### config.mk
export PLATFORM = sky130hd
export DESIGN_NAME = tap_classifier
export DESIGN_NICKNAME = d
export VERILOG_FILES = /design/src/rtl/tap_classifier.sv
export SDC_FILE = /design/constraint.sdc
export NUM_CORES = 1
export LEC_CHECK = 0
export ABC_CLOCK_PERIOD_IN_PS = 1900
export CAP_MARGIN = 20
export CORE_MARGIN = 3
export CORE_UTILIZATION = 50
export DETAILED_ROUTE_END_ITERATION = 10
export GPL_TIMING_DRIVEN = 0
export PLACE_DENSITY = 0.72
export SLEW_MARGIN = 20
export SYNTH_ARGS = -nofsm -noshare
export SYNTH_HDL_FRONTEND = slang
export SYNTH_SLANG_ARGS = --single-unit
### constraint.sdc
create_clock -name clk -period 1.9 [get_ports clk]
set_clock_uncertainty 0.15 [all_clocks]
set_input_delay 0.285 -clock clk [delete_from_list [all_inputs] [get_ports clk]]
set_output_delay 0.285 -clock clk [all_outputs]
set_load 0.05 [all_outputs]
### src/rtl/tap_classifier.sv
// tap_classifier: turns single-cycle press pulses into single/double tap
// events, ignoring bounce during holdoff windows, and hands each event to
// the command logic over a valid/ready handshake.
module tap_classifier #(
  parameter int HOLDOFF_CYC = 16,
  parameter int TAP_WIN_CYC = 64
) (
  input  logic       clk,
  input  logic       rst_n,
  input  logic       rise_edge,
  input  logic       evt_rdy,
  output logic       evt_vld,
  output logic [1:0] evt_type,
  output logic       busy,
  output logic       ovfl
);

  // Counter wide enough for the longer of the two windows, plus headroom.
  localparam int MAX_CYC = (HOLDOFF_CYC > TAP_WIN_CYC) ? HOLDOFF_CYC : TAP_WIN_CYC;
  localparam int CNT_W   = $clog2(MAX_CYC) + 1;

  localparam logic [CNT_W-1:0] HOLD_LAST = CNT_W'(HOLDOFF_CYC - 1);
  localparam logic [CNT_W-1:0] WIN_LAST  = CNT_W'(TAP_WIN_CYC - 1);

  localparam logic [1:0] TYPE_NONE   = 2'b00;
  localparam logic [1:0] TYPE_SINGLE = 2'b01;
  localparam logic [1:0] TYPE_DOUBLE = 2'b10;

  typedef enum logic [1:0] {
    IDLE  = 2'd0,
    HOLD1 = 2'd1,
    WAIT2 = 2'd2,
    HOLD2 = 2'd3
  } state_t;

  state_t           state;
  logic [CNT_W-1:0] cnt;
  logic [CNT_W-1:0] cnt_inc;
  logic             emit;
  logic [1:0]       emit_type;

  // Saturating increment: the counter parks at all-ones rather than wrapping.
  assign cnt_inc = (cnt == '1) ? cnt : cnt + CNT_W'(1);

  // Decode whether this posedge produces an event, and which kind.
  // NOTE: every always_comb output gets a default first so no latch is inferred.
  always_comb begin
    emit      = 1'b0;
    emit_type = TYPE_NONE;
    if (state == WAIT2 && !rise_edge && cnt == WIN_LAST) begin
      emit      = 1'b1;
      emit_type = TYPE_SINGLE;
    end else if (state == HOLD2 && cnt == HOLD_LAST) begin
      emit      = 1'b1;
      emit_type = TYPE_DOUBLE;
    end
  end

  // Classification FSM: holdoff, tap window, second holdoff.
  // NOTE: sequential state uses non-blocking assignments so all registers
  // update together from the values sampled at the same edge.
  always_ff @(posedge clk) begin
    if (!rst_n) begin
      state <= IDLE;
      cnt   <= '0;
    end else begin
      unique case (state)
        IDLE: begin
          cnt <= '0;
          if (rise_edge) state <= HOLD1;
        end
        HOLD1: begin
          if (cnt == HOLD_LAST) begin
            state <= WAIT2;
            cnt   <= '0;
          end else begin
            cnt <= cnt_inc;
          end
        end
        WAIT2: begin
          // An edge on the final window cycle still counts as the second tap.
          if (rise_edge) begin
            state <= HOLD2;
            cnt   <= '0;
          end else if (cnt == WIN_LAST) begin
            state <= IDLE;
            cnt   <= '0;
          end else begin
            cnt <= cnt_inc;
          end
        end
        HOLD2: begin
          if (cnt == HOLD_LAST) begin
            state <= IDLE;
            cnt   <= '0;
          end else begin
            cnt <= cnt_inc;
          end
        end
        default: begin
          state <= IDLE;
          cnt   <= '0;
        end
      endcase
    end
  end

  // Event holding register with valid/ready handshake and sticky overflow.
  always_ff @(posedge clk) begin
    if (!rst_n) begin
      evt_vld  <= 1'b0;
      evt_type <= TYPE_NONE;
      ovfl     <= 1'b0;
    end else if (emit) begin
      if (!evt_vld || evt_rdy) begin
        // Slot is free or being freed on this edge: load the new event.
        evt_vld  <= 1'b1;
        evt_type <= emit_type;
      end else begin
        // Consumer stalled with an event pending: drop the new one.
        ovfl <= 1'b1;
      end
    end else if (evt_vld && evt_rdy) begin
      evt_vld  <= 1'b0;
      evt_type <= TYPE_NONE;
    end
  end

  // Busy whenever a classification is in progress.
  assign busy = (state != IDLE);

endmodule

==> qor.txt <==
Setup Crit Path Kind = reg -> out
n_diodes = 0
# DRC = 0
DIE AREA = 1785 µm²
WL per Instance = 11.58 µm
setup TNS = 0 ns
sequential element share of the synthesized area = 0.3962
number of global-route vias before repair = 488
total number of vias = 514
initial core utilization = 0.5609
Initial DRC Count = 11
startpoint types = flop
area grow syn2layout = 17.71%
top-count cell post-synth = dfxtp_1
first-pass GRT wire length = 2083 µm
root buf cell = clkbuf_4
post-synth net total = 75
Rows = 12
CP Capture Type = primary output
GR Overflow Total = 0
Slowest-stage cell, CP = clkdlybuf4s50_1
post-synthesis cell area = 656.9 µm²
post-synth top area cell = dfxtp_1
Async S/R FF share, synth = 0
Max VDD drop = 414.9 µV
hold_buf cts = 0
Synth top area share = 0.3962
CP bufs+invs = 1
share of cells above drive strength 1 = 0.1975
Cells after Synth = 70
Crit Path Max Fanout = 3
crit path time final = 1.878 ns
clock latency on the worst-skew pair = 0.27 ns
warnings from Yosys = 0
final hold vios = 0
fmax = 0.5325 GHz
P_leak = 0.3103 nW
HPWL Detailed = 851.7 µm
Num CTS Buffers = 3
Syn Area/Cell = 9.384 µm²
Worst Path Arrival = 1.44 ns
unrepaired setup endpoints after global routing = no
Final setup viols = 0
CP max stage delay = 0.82 ns
CP required = 1.46 ns
Via-to-Cell Ratio = 5.411
core area = 1171 µm²
GP Congestion = 0.6827
initial antenna violation count = 0
ys flop type = dfxtp_1
top cells by count, synth = dfxtp_1, nand2_1, nor2_1
#FFs+latches synth = 13
final core utilization = 0.6603
overall routed net length = 1100 µm
clk sinks = 13
Filler cells = 106
synth top area cells = dfxtp_1, nand2_1, nor2_1, a211oi_2, o211ai_2
clk slew on worst S/H paths = 0.07 ns
H-Tree Depth = 1
IO Port Bufs = 7
NumNets Final = 87
Final period util = 0.9883
Die H = 42.25 µm
Worst-Margin Slew = 0.5091 ns
ANT nets after route = 0
max_cap viols = 0
Post-synth EDFFs = 0
total global routing track utilization = 0.1475
Area after DPL = 744.5 µm²
number of unique standard cell types used by synthesis = 28
fin area = 773.2 µm²
Die Span X = 42.25 µm
post-CTS setup buffer count = 0
pwr dens = 621.2 nW/µm²
total power = 480.3 µW
CP delay by family, top = buffers and inverters
CTS tree = built
HP Class = in -> reg
largest net degree at the start of global routing = 10
Post-CTS Resized = 1
First-pass DRT Iterations = 4
Hold Slack = 0.1703 ns
Ports = 9
status = finished clean
CP Cell Sequence = clkdlybuf4s50_1
max-slew violation count = 0
Slew HR = 0.6596
CTS Buffer Depth = 2
## power by group
group / internal, mW / switching (mW) / leakage [nW]
logic: 0.0155 / 0.0190 / 0.187
clock network: 0.0778 / 0.0890 / 0.0177
registers: 0.275 / 0.00368 / 0.105
total: 0.369 / 0.112 / 0.310
## cells in the final DEF (no fill, tap or decap), types with 2 or more instances in the layout
cell type         n
and3_1            2
a211oi_2          2
a21oi_1           3
nand4_1           2
nand2b_1          2
a31oi_1           3
clkbuf_4          3
dfxtp_1          13
nor2_1            8
clkdlybuf4s50_1   5
nand2_1           8
inv_1             5
o22ai_1           3
o211ai_2          2
buf_6             2
## flip-flops by register name (all words and copies together) (netlist names)
name	flops
cnt	7
evt_type	2
evt_vld	1
ovfl	1
state	2
## per-stage QoR
step | setup WS, ns | std cells
after global routing | 0.001122 | 95
after global placement | 0.1125 | 91
after detailed placement | 0.08230 | 91
after floorplan | 0.3672 | 70
after CTS | 0.01091 | 95
final | 0.02217 | 95
## final timing paths
check,start,endpoint,slack (ns),cells past startpoint
setup / recovery,evt_vld,evt_vld,0.02,1
hold / removal,rst_n,state[0],0.17,3
setup reg to reg,cnt[0],cnt[0],0.22,5
hold reg to reg,evt_type[0],evt_type[0],0.30,2
## area by class of cell
| cell class | instances | area [µm²] | area share |
|---|---|---|---|
| buffer | 3 | 27.53 | 0.03560 |
| clock buffer | 3 | 22.52 | 0.02913 |
| clock inverter | 1 | 5.005 | 0.006472 |
| inverter | 5 | 18.77 | 0.02427 |
| multi-input combinational | 49 | 350.3 | 0.4531 |
| sequential | 13 | 260.3 | 0.3366 |
| tap | 14 | 17.52 | 0.02265 |
| timing repair buffer | 7 | 71.32 | 0.09223 |
## cell families after synthesis
group | count (synthesis) | share of synthesized area
adders and majority gates | 1 | 0.01904
DFF | 13 | 0.3962
muxes | 1 | 0.01524
buffers and inverters | 8 | 0.07047
xor gates and xnor gates | 2 | 0.02667
AOI/OAI and AO/OA | 15 | 0.2000
and+or+nand+nor | 30 | 0.2724
## metal layers
metal  global-route usage  share of wire  vias to the layer above
met2               0.2188           0.46                        7
met1               0.2098           0.50                      234
met3              0.02575          0.032                        2
met5                    0              0                        -
li1                     -              -                      271
met4              0.05590         0.0082                        0
(Power assumes the default switching activity.)
